$ cat config.mk
export PLATFORM = sky130hd
export DESIGN_NAME = bus_manager_q
export DESIGN_NICKNAME = d
export VERILOG_FILES = /design/src/rtl/bus_mgr_pkg.sv /design/src/rtl/bus_mgr_cmd_fifo.sv /design/src/rtl/bus_manager_q.sv
export SDC_FILE = /design/constraint.sdc
export NUM_CORES = 1
export LEC_CHECK = 0
export ABC_AREA = 1
export BUFFER_PORTS_ARGS = -buffer_cell sky130_fd_sc_hd__buf_2
export CAP_MARGIN = 10
export CORE_ASPECT_RATIO = 1.5
export CORE_MARGIN = 3
export CORE_UTILIZATION = 52
export CTS_CLUSTER_DIAMETER = 120
export DETAILED_ROUTE_END_ITERATION = 7
export PLACE_DENSITY = 0.79
export SYNTH_ARGS = -nofsm -noshare
export SYNTH_HDL_FRONTEND = slang
export SYNTH_HIERARCHICAL = 1
export SYNTH_SLANG_ARGS = --single-unit
export TNS_END_PERCENT = 50
$ cat constraint.sdc
create_clock -name clk -period 7 [get_ports clk]
set_input_delay 1.05 -clock clk [delete_from_list [all_inputs] [get_ports clk]]
set_output_delay 1.05 -clock clk [all_outputs]
set_load 0.02 [all_outputs]
$ cat src/rtl/bus_mgr_pkg.sv
// rtl/bus_mgr_pkg.sv - shared types and constants for the bus manager
// Holds the FSM state encoding, the default-width command record and the
// width of the timed-out transaction counter.
package bus_mgr_pkg;

    localparam int TIMEOUT_CNT_W = 8;
    localparam int DEF_ADDR_W    = 8;
    localparam int DEF_DATA_W    = 32;

    typedef enum logic {
        IDLE = 1'b0,
        REQ  = 1'b1
    } state_t;

    typedef struct packed {
        logic                  wr;
        logic [DEF_ADDR_W-1:0] addr;
        logic [DEF_DATA_W-1:0] wdata;
    } cmd_t;

    // Flattened width of a command record for a given address/data width.
    function automatic int cmd_width(input int aw, input int dw);
        return 1 + aw + dw;
    endfunction

endpackage

$ cat src/rtl/bus_mgr_cmd_fifo.sv
// rtl/bus_mgr_cmd_fifo.sv - synchronous command FIFO with wrap-bit pointers
// Ports: clk, rst_n (async active-low), push/push_data write side,
// pop read side, full/empty flags, head = entry at the read pointer.
module bus_mgr_cmd_fifo #(
    parameter int WIDTH = 41,
    parameter int DEPTH = 4
) (
    input  logic             clk,
    input  logic             rst_n,
    input  logic             push,
    input  logic [WIDTH-1:0] push_data,
    input  logic             pop,
    output logic             full,
    output logic             empty,
    output logic [WIDTH-1:0] head
);

    localparam int AW = $clog2(DEPTH);

    logic [AW:0]      wr_ptr;
    logic [AW:0]      rd_ptr;
    logic [WIDTH-1:0] mem [DEPTH];

    // Extra MSB distinguishes full from empty when the index bits match.
    assign empty = (wr_ptr == rd_ptr);
    assign full  = (wr_ptr[AW] != rd_ptr[AW]) && (wr_ptr[AW-1:0] == rd_ptr[AW-1:0]);
    assign head  = mem[rd_ptr[AW-1:0]];

    always_ff @(posedge clk or negedge rst_n) begin
        if (!rst_n) begin
            wr_ptr <= '0;
            rd_ptr <= '0;
        end else begin
            if (push && !full) begin
                wr_ptr <= wr_ptr + (AW+1)'(1);
            end
            if (pop && !empty) begin
                rd_ptr <= rd_ptr + (AW+1)'(1);
            end
        end
    end

    always_ff @(posedge clk) begin
        if (push && !full) begin
            mem[wr_ptr[AW-1:0]] <= push_data;
        end
    end

endmodule

$ cat src/rtl/bus_manager_q.sv
// rtl/bus_manager_q.sv - queued bus manager: command FIFO, slave bus FSM, response register
// Ports: cmd_* valid/ready command input, rsp_* valid/ready response output,
// bus_* simple valid/ready slave bus, busy status, timeout_cnt saturating count.
module bus_manager_q
    import bus_mgr_pkg::*;
#(
    parameter int ADDR_W    = 8,
    parameter int DATA_W    = 32,
    parameter int CMD_DEPTH = 4,
    parameter int TIMEOUT   = 16
) (
    input  logic                     clk,
    input  logic                     rst_n,
    input  logic                     cmd_valid,
    output logic                     cmd_ready,
    input  logic                     cmd_wr,
    input  logic [ADDR_W-1:0]        cmd_addr,
    input  logic [DATA_W-1:0]        cmd_wdata,
    output logic                     rsp_valid,
    input  logic                     rsp_ready,
    output logic                     rsp_wr,
    output logic [DATA_W-1:0]        rsp_rdata,
    output logic                     rsp_err,
    output logic                     bus_valid,
    output logic                     bus_wr_en,
    output logic [ADDR_W-1:0]        bus_addr,
    output logic [DATA_W-1:0]        bus_wdata,
    input  logic                     bus_ready,
    input  logic [DATA_W-1:0]        bus_rdata,
    output logic                     busy,
    output logic [TIMEOUT_CNT_W-1:0] timeout_cnt
);

    typedef struct packed {
        logic              wr;
        logic [ADDR_W-1:0] addr;
        logic [DATA_W-1:0] wdata;
    } cmd_w_t;

    localparam int CMD_W  = cmd_width(ADDR_W, DATA_W);
    // A zero TIMEOUT would give a zero-width counter; keep one bit then.
    localparam int WCNT_W = (TIMEOUT > 0) ? $clog2(TIMEOUT + 1) : 1;
    localparam logic [WCNT_W-1:0] WAIT_LAST = WCNT_W'((TIMEOUT > 0) ? TIMEOUT - 1 : 0);

    state_t            state_q;
    state_t            state_d;
    logic [WCNT_W-1:0] wait_cnt;
    logic              fifo_full;
    logic              fifo_empty;
    cmd_w_t            head;
    cmd_w_t            push_cmd;
    logic              push;
    logic              complete;
    logic              timed_out;
    logic              rsp_load;

    assign cmd_ready = !fifo_full;
    assign push      = cmd_valid && !fifo_full;
    assign push_cmd  = '{wr: cmd_wr, addr: cmd_addr, wdata: cmd_wdata};

    bus_mgr_cmd_fifo #(
        .WIDTH (CMD_W),
        .DEPTH (CMD_DEPTH)
    ) u_fifo (
        .clk       (clk),
        .rst_n     (rst_n),
        .push      (push),
        .push_data (push_cmd),
        .pop       (rsp_load),
        .full      (fifo_full),
        .empty     (fifo_empty),
        .head      (head)
    );

    always_ff @(posedge clk or negedge rst_n) begin
        if (!rst_n) begin
            state_q <= IDLE;
        end else begin
            state_q <= state_d;
        end
    end

    // Leaving IDLE only when the response register is free (or being freed)
    // guarantees a completion never overwrites an unconsumed response.
    // A ready on the final wait cycle beats the timeout.
    always_comb begin
        state_d   = state_q;
        complete  = 1'b0;
        timed_out = 1'b0;
        case (state_q)
            IDLE: begin
                if (!fifo_empty && (!rsp_valid || rsp_ready)) begin
                    state_d = REQ;
                end
            end
            REQ: begin
                if (bus_ready) begin
                    complete = 1'b1;
                    state_d  = IDLE;
                end else if ((TIMEOUT != 0) && (wait_cnt == WAIT_LAST)) begin
                    timed_out = 1'b1;
                    state_d   = IDLE;
                end
            end
            default: state_d = IDLE;
        endcase
    end

    assign rsp_load = complete || timed_out;

    // Held at zero outside REQ, so it starts from zero on every entry.
    always_ff @(posedge clk or negedge rst_n) begin
        if (!rst_n) begin
            wait_cnt <= '0;
        end else if (state_q != REQ) begin
            wait_cnt <= '0;
        end else begin
            wait_cnt <= wait_cnt + WCNT_W'(1);
        end
    end

    assign bus_valid = (state_q == REQ);
    assign bus_wr_en = bus_valid && head.wr;
    assign bus_addr  = bus_valid ? head.addr : '0;
    assign bus_wdata = (bus_valid && head.wr) ? head.wdata : '0;

    assign busy = !fifo_empty || (state_q != IDLE);

    always_ff @(posedge clk or negedge rst_n) begin
        if (!rst_n) begin
            rsp_valid <= 1'b0;
            rsp_wr    <= 1'b0;
            rsp_rdata <= '0;
            rsp_err   <= 1'b0;
        end else if (rsp_load) begin
            rsp_valid <= 1'b1;
            rsp_wr    <= head.wr;
            rsp_rdata <= (complete && !head.wr) ? bus_rdata : '0;
            rsp_err   <= timed_out;
        end else if (rsp_valid && rsp_ready) begin
            rsp_valid <= 1'b0;
        end
    end

    always_ff @(posedge clk or negedge rst_n) begin
        if (!rst_n) begin
            timeout_cnt <= '0;
        end else if (timed_out && (timeout_cnt != '1)) begin
            timeout_cnt <= timeout_cnt + TIMEOUT_CNT_W'(1);
        end
    end

endmodule

==> results of run 1 <==
## kinds of logic after synthesis
logic type / count (synthesis)
AND/OR/NAND/NOR: 251
flip-flops: 219
AO/OA/AOI/OAI: 164
buffers and inverters: 143
adder cells (fa/ha/maj): 8
XOR/XNOR: 3
## layer usage
metal	up-vias	routed length (µm)
li1	2973	-
met1	2846	7158
met2	194	9632
met3	28	1246
met4	0	429
met5	-	0
## cell usage in the layout (no fill, tap or decap), drive strengths merged
master	count
nand3	19
xor2	1
a21oi	2
bufinv	1
o22ai	41
inv	105
xnor2	2
nand4	2
clkinvlp	1
ha	8
clkinv	5
clkbuf	26
o31ai	1
diode	2
buf	173
nor2	129
nand2	100
dfrtp	55
o21ai	120
edfxtp	164
nand3b	1
## power breakdown
part / internal, W / leakage [nW] / switching, W
combinational: 0.000516 / 2.14 / 0.00124
sequential: 0.00177 / 2.21 / 0.000128
clock: 0.000583 / 0.289 / 0.000432
## sequential cells by signal, summed over array words and instances (netlist names)
register / count
timeout_cnt: 8
rsp_valid: 1
rsp_err: 1
u_fifo/mem: 164
rsp_wr: 1
rsp_rdata: 32
wait_cnt: 5
u_fifo/rd_ptr: 3
bus_valid: 1
u_fifo/wr_ptr: 3
## path summary, 6_finish.rpt
check / to / slack, ns / depth (start not counted)
worst max-delay path: bus_wdata[13] / 2.76 / 8
worst min-delay path: wait_cnt[0] / 0.46 / 1
worst max register to register: u_fifo/mem[0][33] / 3.24 / 10
worst min register to register: wait_cnt[0] / 0.46 / 1
max in group asynchronous: u_fifo/rd_ptr[0] / 5.80 / 2
min in group asynchronous: timeout_cnt[6] / 0.69 / 2
## cell type report
| cell class | count | area, µm² | area share |
|---|---|---|---|
| clock inverters | 7 | 61.31 | 0.005815 |
| clock buffers | 26 | 544.3 | 0.05162 |
| repair buffers | 173 | 892.1 | 0.08461 |
| multi-input cells | 426 | 2081 | 0.1973 |
| diodes | 2 | 5.005 | 0.0004747 |
| inverters | 105 | 394.1 | 0.03738 |
| flip-flops and latches | 219 | 6304 | 0.5978 |
| well taps | 210 | 262.8 | 0.02492 |
## stage by stage
step,worst slack [ns],utilization,hold WS (ns),instances
after CTS,2.722,0.6226,0.4659,1165
final,2.760,0.6236,0.4592,1168
after detailed placement,3.224,0.5868,0.4584,1132
after global routing,2.478,0.6234,0.4910,1167
after floorplan,3.444,-,0.4321,788
after global placement,3.330,0.5868,0.4493,1132
==> metrics.txt, run 1 <==
final setup vio count=0; Tmin final=4.240 ns; critical path's largest stage delay=0.63 ns; post-synth top area cell=edfxtp_1; delay-heaviest family, CP=buffers and inverters; met3 Usage GRT=0.03435; # hold bufs at CTS=0; largest net degree at the start of global routing=87; WL final=18,470 µm; Final Cell Area=10,540 µm²; critical path class=flip-flop to output port; Worst Setup SP=u_fifo/rd_ptr[0]; Pwr Total=0.004665 W; Post-Synth Simple-Gate Area=0.1148; Max VDD drop=316.8 µV; DRT iter0 DRCs=487; main combinational cell family by area after synthesis=simple AND/OR/NAND/NOR gates; DRC Markers=0; most used cell along the critical path=buf_4; Post-synth EDFFs=164; num ports=165; first-pass GRT wire length=29,440 µm; Slew Viols, Final=0; core area=16,910 µm²; H-tree depth=1; Synth top area share=0.5464; DP Wirelength=11,510 µm; commonest cells in the netlist=edfxtp_1 (164), nor2_1 (127), inv_1 (100), nand2_1 (95), o21ai_1 (63); post-synth cell types=29; gr usage total=0.1922; initial cell density of the core=0.5331; vias in the first global route=5,981; post-synthesis xor/xnor area fraction=0.003748; final cycle utilization of the critical path=0.6058; Worst-path clk slew=0.07 ns; Num CTS Buffers=20; syn_area_per_cell=11.44 µm²; Leak Pwr=4.645 nW; HP Class=flip-flop to flip-flop; crit-path cells=buf_4, inv_2, o21ai_1, o22ai_1, nand2_1, buf_4, nor2_1, buf_2; Die Ht=167.2 µm; share of layout cells above drive strength 1=0.2312; top-count cell post-synth=edfxtp_1; M1 GR Usage=0.2261; DR vias/cell=5.172; GR Layer Usage met2=0.3519; setup TNS=0 ns; Max Cap Viol=0; GP Congestion=0.7527; post-synth net total=874; WP buf/inv=4; final net count=1,031; DRT Pass-1 Iters=4; quantity of I/O buffers inserted on ports=164; CP Capture Type=output port; mux share of post-synthesis cell area=0; # rows=58; RSZ-0062 raised after global routing=no; asr flop ratio synth=0.2511; number of antenna violations at the first check in global routing=1; Worst slew margin=0.3434; total congestion overflow=0; Die ar.=18,980 µm²; DR vias=6,041; Seq/Total Area, Yosys=0.6991; Worst EP required=5.95 ns; RR Startpoint=u_fifo/rd_ptr[0]; Worst setup SP type=flip-flop; synthesized cell area=9014 µm²; Hold Violations, Final=0; register bit count reported by yosys=219; clk_skew=0.006655 ns; Routed Antenna Nets=0; CTS-repair resized insts=0; Routed WL per cell=15.81 µm; CP max-delay cell=buf_4; clock tree buffer depth=3; CTS tree=yes; Synth Instances=788; dominant synthesized flop cell=edfxtp_1; Die Width=113.5 µm; Syn-to-layout area delta=16.98%; Clk Latency, worst-skew pair=0.48 ns; status=finished, final reports clean; YS warnings=6; fmax=0.2358 GHz; Slew @ Worst Pin=0.9835 ns; beginning of the worst hold path=wait_cnt[0]; CTS sink count=219; clock root buffer=clkbuf_16; post-placement cell area=9922 µm²; arrival time worst endpoint=3.19 ns; PD cells=442.4 nW/µm²; # Post-CTS Setup Buffers=0; Adder-Cell Fraction of Synth Area=0.01110; Area contributors post-synth=edfxtp_1 (55%), dfrtp_1 (15%), nor2_1 (5.3%), inv_1 (4.2%), nand2_1 (4.0%); post-synthesis compound-gate area fraction=0.09870; worst-path maximum fanout=86; GRT busiest layer=met2; Filler Cells Inserted=1,312
Power figures use the tool's default switching activity.
==> run 2, diff against run 1 <==
==> constraint.sdc (replaced) <==
create_clock -name clk -period 4.16 [get_ports clk]
set_input_delay 0.624 -clock clk [delete_from_list [all_inputs] [get_ports clk]]
set_output_delay 0.624 -clock clk [all_outputs]
set_load 0.02 [all_outputs]
==> run 2 against run 1 <==
Non-clock buffer count rose by 1. Die area did not move. Cell count rose by 0.17%. Critical path type unchanged. Critical endpoint is now bus_wdata[3]. Highest routed layer unchanged.
==> metrics.txt, run 2 (synthesis gave the netlist of run 1 again) <==
Worst setup SP type=flip-flop; Syn-to-layout area delta=17.03% (about the same); Slew Viols, Final=0 (unchanged); Worst-path clk slew=0.06 ns (about the same); GR Layer Usage met2=0.3634 (+0.01154); Leak Pwr=4.663 nW (+0.39%); largest net degree at the start of global routing=84 (-3.4%); # rows=58 (unchanged); met3 Usage GRT=0.03362 (-0.0007231); status=finished, final reports clean; DRT Pass-1 Iters=5 (+1); final cycle utilization of the critical path=0.8250; critical path class=flip-flop to output port; Finished Layout Cells=1,170 (+0.17%); GRT busiest layer=met2; HP Class=primary input to asynchronous set/reset pin; fmax=0.2914 GHz; H-tree depth=1 (unchanged); worst-path maximum fanout=31 (-64%); Net Sw Power=0.003070 W (+71%); Filler Cells Inserted=1,337 (+1.9%); Cell Int Power=0.004804 W (+68%); Die Ht=167.2 µm (unchanged); initial cell density of the core=0.5331 (unchanged); Routed WL per cell=16.18 µm (+2.3%); CTS sink count=219 (unchanged); num ports=165 (unchanged); Ant. Diodes=0 (-2); share of layout cells above drive strength 1=0.2365 (+0.005287); # hold bufs at CTS=0 (unchanged); DR vias=6,136 (+1.6%); CTS tree=yes; M1 GR Usage=0.2387 (+0.01257); cell count after placement=1,133 (+0.088%); multi-input logic area=2081 µm² (unchanged); setup TNS=0 ns (unchanged); Setup WS pre-CTS=1.221 ns (-2.004 ns); Clk Latency, worst-skew pair=0.49 ns (about the same); Hold Violations, Final=0 (unchanged); CP Capture Type=output port; vias in the first global route=6,079 (+1.6%); Slew @ Worst Pin=1.030 ns (+0.04640 ns); DRT iter0 DRCs=458 (-6.0%); Worst EP required=3.54 ns (-2.41 ns); Max Cap Viol=0 (unchanged); gr usage total=0.1983 (+0.006093); Max VDD drop=452.9 µV (+43%); WL final=18,930 µm (+2.5%); arrival time worst endpoint=2.81 ns (-0.38 ns); Comb pwr share=0.374 (-0.002); final net count=1,032 (+0.097%); sequential share of power=0.410 (+0.004); final worst-path setup slack=0.7280 ns (-2.032 ns); final setup vio count=0 (unchanged); Num CTS Buffers=20 (unchanged); first-pass GRT wire length=30,350 µm (+3.1%); Routed Antenna Nets=0 (unchanged); core area=16,910 µm² (unchanged); PD cells=746.5 nW/µm² (+69%); number of antenna violations at the first check in global routing=0 (-1); Clk pwr share=0.216 (-0.002); Die ar.=18,980 µm² (unchanged); CTS-repair resized insts=0 (unchanged); DR vias/cell=5.244 (+1.4%); # Post-CTS Setup Buffers=0 (unchanged); Core Util, Final=0.6239 (about the same); Worst slew margin=0.3124 (-0.03098); switch share=0.3899 (+0.004318); GP Congestion=0.7757 (+3.1%); Die Width=113.5 µm (unchanged); hold slack=0.1598 ns (-0.2994 ns); most frequent cells in the layout=buf_2 (164), edfxtp_1 (164), nor2_1 (124); DRC Markers=0 (unchanged); Tmin final=3.432 ns; total congestion overflow=0 (unchanged); clock tree buffer depth=3 (unchanged); Reg area=6304 µm² (unchanged); quantity of I/O buffers inserted on ports=164 (unchanged); clk_skew=0.004958 ns (-0.001698 ns); clock root buffer=clkbuf_16; RSZ-0062 raised after global routing=no; DP Wirelength=11,840 µm (+2.8%); max reg flops=164 (unchanged)
## run 2: stage by stage
stage          area (µm²)  total power, W
2_1_floorplan        9014        0.005336
3_3_place_gp         9930        0.006140
3_5_place_dp         9930        0.006228
4_1_cts             10530        0.007943
5_1_grt             10550        0.008378
6_report            10550        0.007874
## run 2: critical path, cell delays in order, from the launching register on
cell and delay, ns:
dfrtp_2 0.69, buf_4 0.31, inv_2 0.06, o21ai_1 0.08, o22ai_1 0.11, nand2_1 0.46
buf_4 0.35, nor2_1 0.08, buf_2 0.16
## run 2: area by class of cell
type	instances	share of cell area
tap	210	0.02491
sequential	219	0.5976
clock buffer	31	0.05444
timing repair buffer	174	0.08564
multi-input combinational	426	0.1972
inverter	105	0.03736
clock inverter	5	0.002847
## run 2: worst paths after layout
| path | from | to | slack [ns] | depth (start not counted) |
|---|---|---|---|---|
| setup / recovery | u_fifo/rd_ptr[1] | bus_wdata[3] | 0.73 | 8 |
| hold / removal | rst_n | rsp_rdata[19] | 0.16 | 1 |
| setup reg to reg | u_fifo/rd_ptr[1] | u_fifo/mem[3][38] | 1.23 | 9 |
| hold reg to reg | rsp_wr | rsp_wr | 0.48 | 2 |
| max in group asynchronous | rst_n | rsp_rdata[3] | 3.19 | 2 |
| min in group clk | cmd_wdata[22] | u_fifo/mem[0][22] | 0.35 | 1 |
## run 2: metal layers
metal	part of all wire	routed length (µm)
met1	0.39	7334
met2	0.53	10040
met3	0.065	1239
met4	0.017	318
met5	0	0
## run 2: power by group through the flow
stage / combinational (W) / clock [W] / sequential [W]
floorplan: 0.00192 / 0 / 0.00342
global placement: 0.00289 / 0 / 0.00325
detailed placement: 0.00296 / 0 / 0.00327
CTS: 0.00298 / 0.00173 / 0.00323
global route: 0.00327 / 0.00182 / 0.00328
finish: 0.00294 / 0.00170 / 0.00323
==> run 3, diff against run 2 <==
--- a/config.mk
+++ b/config.mk
@@ -10,10 +10,10 @@
 export CAP_MARGIN = 10
 export CORE_ASPECT_RATIO = 1.5
 export CORE_MARGIN = 3
-export CORE_UTILIZATION = 52
+export CORE_UTILIZATION = 50
 export CTS_CLUSTER_DIAMETER = 120
 export DETAILED_ROUTE_END_ITERATION = 7
-export PLACE_DENSITY = 0.79
+export PLACE_DENSITY = 0.8
 export SYNTH_ARGS = -nofsm -noshare
 export SYNTH_HDL_FRONTEND = slang
 export SYNTH_HIERARCHICAL = 1
==> constraint.sdc (replaced) <==
create_clock -name clk -period 3.1 [get_ports clk]
set_input_delay 0.465 -clock clk [delete_from_list [all_inputs] [get_ports clk]]
set_output_delay 0.465 -clock clk [all_outputs]
set_load 0.02 [all_outputs]
==> run 3 against run 2 <==
Combinational power up 38%. Worst setup slack worse by 0.35 ns. Critical path type unchanged. Via count down 1.0%. Routed wire length down 2.1%. Clock power increased by 34%. Sequential share of layout area down 0.43 points. Sequential power up 32%. Global-route usage fell by 1.5 points. First-iteration DRC count decreased by 8.7%. Largest power group unchanged. Final area increased by 0.71%.
==> metrics.txt, run 3 (synthesis gave the netlist of run 1 again) <==
initial cell density of the core=0.5152 (-0.01788); final net count=1,041 (+0.87%); DP Wirelength=11,520 µm (-2.6%); CP Capture Type=output port; most frequent cells in the layout=buf_2 (164), edfxtp_1 (164), nor2_1 (124); share of layout cells above drive strength 1=0.2427 (+0.006280); Max Cap Viol=0 (unchanged); max reg flops=164 (unchanged); num ports=165 (unchanged); CTS tree=yes; post-placement cell area=10,020 µm² (+0.91%); Worst-path clk slew=0.07 ns (about the same); Worst setup SP type=flip-flop; Max VDD drop=602.0 µV (+33%); core area=17,500 µm² (+3.5%); Routed WL per cell=15.72 µm (-2.8%); HP Class=primary input to asynchronous set/reset pin; clock root buffer=clkbuf_16; Reg area=6302 µm² (about the same); critical path class=flip-flop to output port; Slew @ Worst Pin=1.031 ns (+0.0007794 ns); Final Cell Area=10,620 µm² (+0.71%); Syn-to-layout area delta=17.86%; R2R depth=9 (unchanged); crit-path cells=inv_2, buf_4, nor2_1, o22ai_1, inv_1, nor2_1, buf_2; setup TNS=0 ns (unchanged); clock tree buffer depth=3 (unchanged); critical path's largest stage delay=0.49 ns (-0.20 ns); Worst Setup SP=u_fifo/rd_ptr[0]; Hold Violations, Final=0 (unchanged); Finished Layout Cells=1,179 (+0.77%); first-pass GRT wire length=28,990 µm (-4.5%); RSZ-0062 raised after global routing=no; Filler Cells Inserted=1,336 (-0.075%); WL final=18,540 µm (-2.1%); multi-input logic area=2081 µm² (unchanged); Clk Latency, worst-skew pair=0.48 ns (about the same); status=finished, final reports clean; Die Width=115.6 µm (+1.9%); # rows=59 (+1.7%); arrival time worst endpoint=2.25 ns (-0.56 ns); # hold bufs at CTS=0 (unchanged); Comb pwr share=0.384 (+0.010); H-tree depth=1 (unchanged); Worst path depth=7 (-1); gr usage total=0.1833 (-0.01496); Routed Antenna Nets=0 (unchanged); CTS-repair resized insts=0 (unchanged); Die Ht=170.4 µm (+1.9%); most used cell along the critical path=nor2_1; Slew Viols, Final=0 (unchanged); worst-path maximum fanout=53 (+71%); final cycle utilization of the critical path=0.8765; GP Congestion=0.7924 (+2.2%); Leak Pwr=4.689 nW (+0.56%); r2r setup slk=0.99 ns (-0.24 ns); final setup vio count=0 (unchanged); WP buf/inv=4 (unchanged); vias in the first global route=6,005 (-1.2%); RR Startpoint=u_fifo/wr_ptr[0]; DR vias/cell=5.151 (-1.8%); sequential share of power=0.402 (-0.008); DR vias=6,073 (-1.0%); delay-heaviest family, CP=buffers and inverters; number of antenna violations at the first check in global routing=3 (+3); Worst EP required=2.63 ns (-0.91 ns); Worst slew margin=0.3129 (+0.0004810); Cell Int Power=0.006514 W (+36%); switch share=0.3851 (-0.004849); Tmin final=2.717 ns; DRC Markers=0 (unchanged); total congestion overflow=0 (unchanged); Clk pwr share=0.214 (-0.002); DRT Pass-1 Iters=4 (-1); quantity of I/O buffers inserted on ports=164 (unchanged); Pwr Total=0.01059 W (+35%); CP max-delay cell=buf_4; Net Sw Power=0.004079 W (+33%); Setup crit end=bus_wdata[12]; clk_skew=0.009340 ns (+0.004382 ns); Die ar.=19,710 µm² (+3.8%); fmax=0.3680 GHz; CTS sink count=219 (unchanged); cell count after placement=1,146 (+1.1%); # Post-CTS Setup Buffers=0 (unchanged); PD cells=997.1 nW/µm² (+34%); Reg-to-Reg End=u_fifo/mem[1][6]; DRT iter0 DRCs=418 (-8.7%); Num CTS Buffers=20 (unchanged); largest net degree at the start of global routing=54 (-36%)
[run 3: worst register-to-register path, cell delays in order (launching register included)]
cell and delay, ns:
dfrtp_1 0.41, inv_1 0.11, nand2_1 0.09, nand2_2 0.07, nand3_4 0.11, inv_2 0.04, nor2_1 0.23, nand2_2 0.19
nor2_4 0.12, buf_4 0.37
[run 3: how the worst min path moves through the flow]
stage	from	end	slack (ns)	cells after the start
3_3_place_gp	wait_cnt[0]	wait_cnt[0]	0.45	1
6_report	rst_n	rsp_rdata[26]	0.16	1
3_5_place_dp	rsp_err	rsp_err	0.46	2
5_1_grt	cmd_wdata[13]	u_fifo/mem[1][13]	0.18	1
2_1_floorplan	rst_n	bus_valid	0.17	0
4_1_cts	cmd_wdata[31]	u_fifo/mem[1][31]	0.17	1
[run 3: power groups by stage]
stage          clock network, W  registers (W)  logic (W)
2_1_floorplan                 0        0.00459    0.00257
3_3_place_gp                  0        0.00428    0.00402
3_5_place_dp                  0        0.00431    0.00410
4_1_cts                 0.00233        0.00426    0.00412
5_1_grt                 0.00243        0.00433    0.00452
6_report                0.00227        0.00426    0.00407
[run 3: layer usage]
metal | routed length (µm) | global-route usage | vias up
met1 | 7306 | 0.2194 | 2848
met4 | 532 | 0.07370 | 2
met5 | 18 | 0 | -
met3 | 1158 | 0.03380 | 46
met2 | 9521 | 0.3241 | 197
li1 | - | - | 2980
[run 3: layout make-up]
| class | instances | area share |
|---|---|---|
| diodes | 2 | 0.0004711 |
| clock buffers | 23 | 0.05017 |
| clock inverters | 8 | 0.006242 |
| inverters | 105 | 0.03710 |
| multi-input cells | 426 | 0.1959 |
| flip-flops and latches | 219 | 0.5932 |
| well taps | 213 | 0.02509 |
| repair buffers | 183 | 0.09186 |
[run 3: per-stage QoR]
stage | hold WS, ns | utilization | setup slack (ns)
after floorplan | 0.1694 | - | -0.2291
after global placement | 0.4532 | 0.5727 | 0.9349
after detailed placement | 0.4618 | 0.5727 | 0.9171
after CTS | 0.1710 | 0.6070 | 0.3712
after global routing | 0.1787 | 0.6072 | 0.2208
final | 0.1598 | 0.6072 | 0.3829
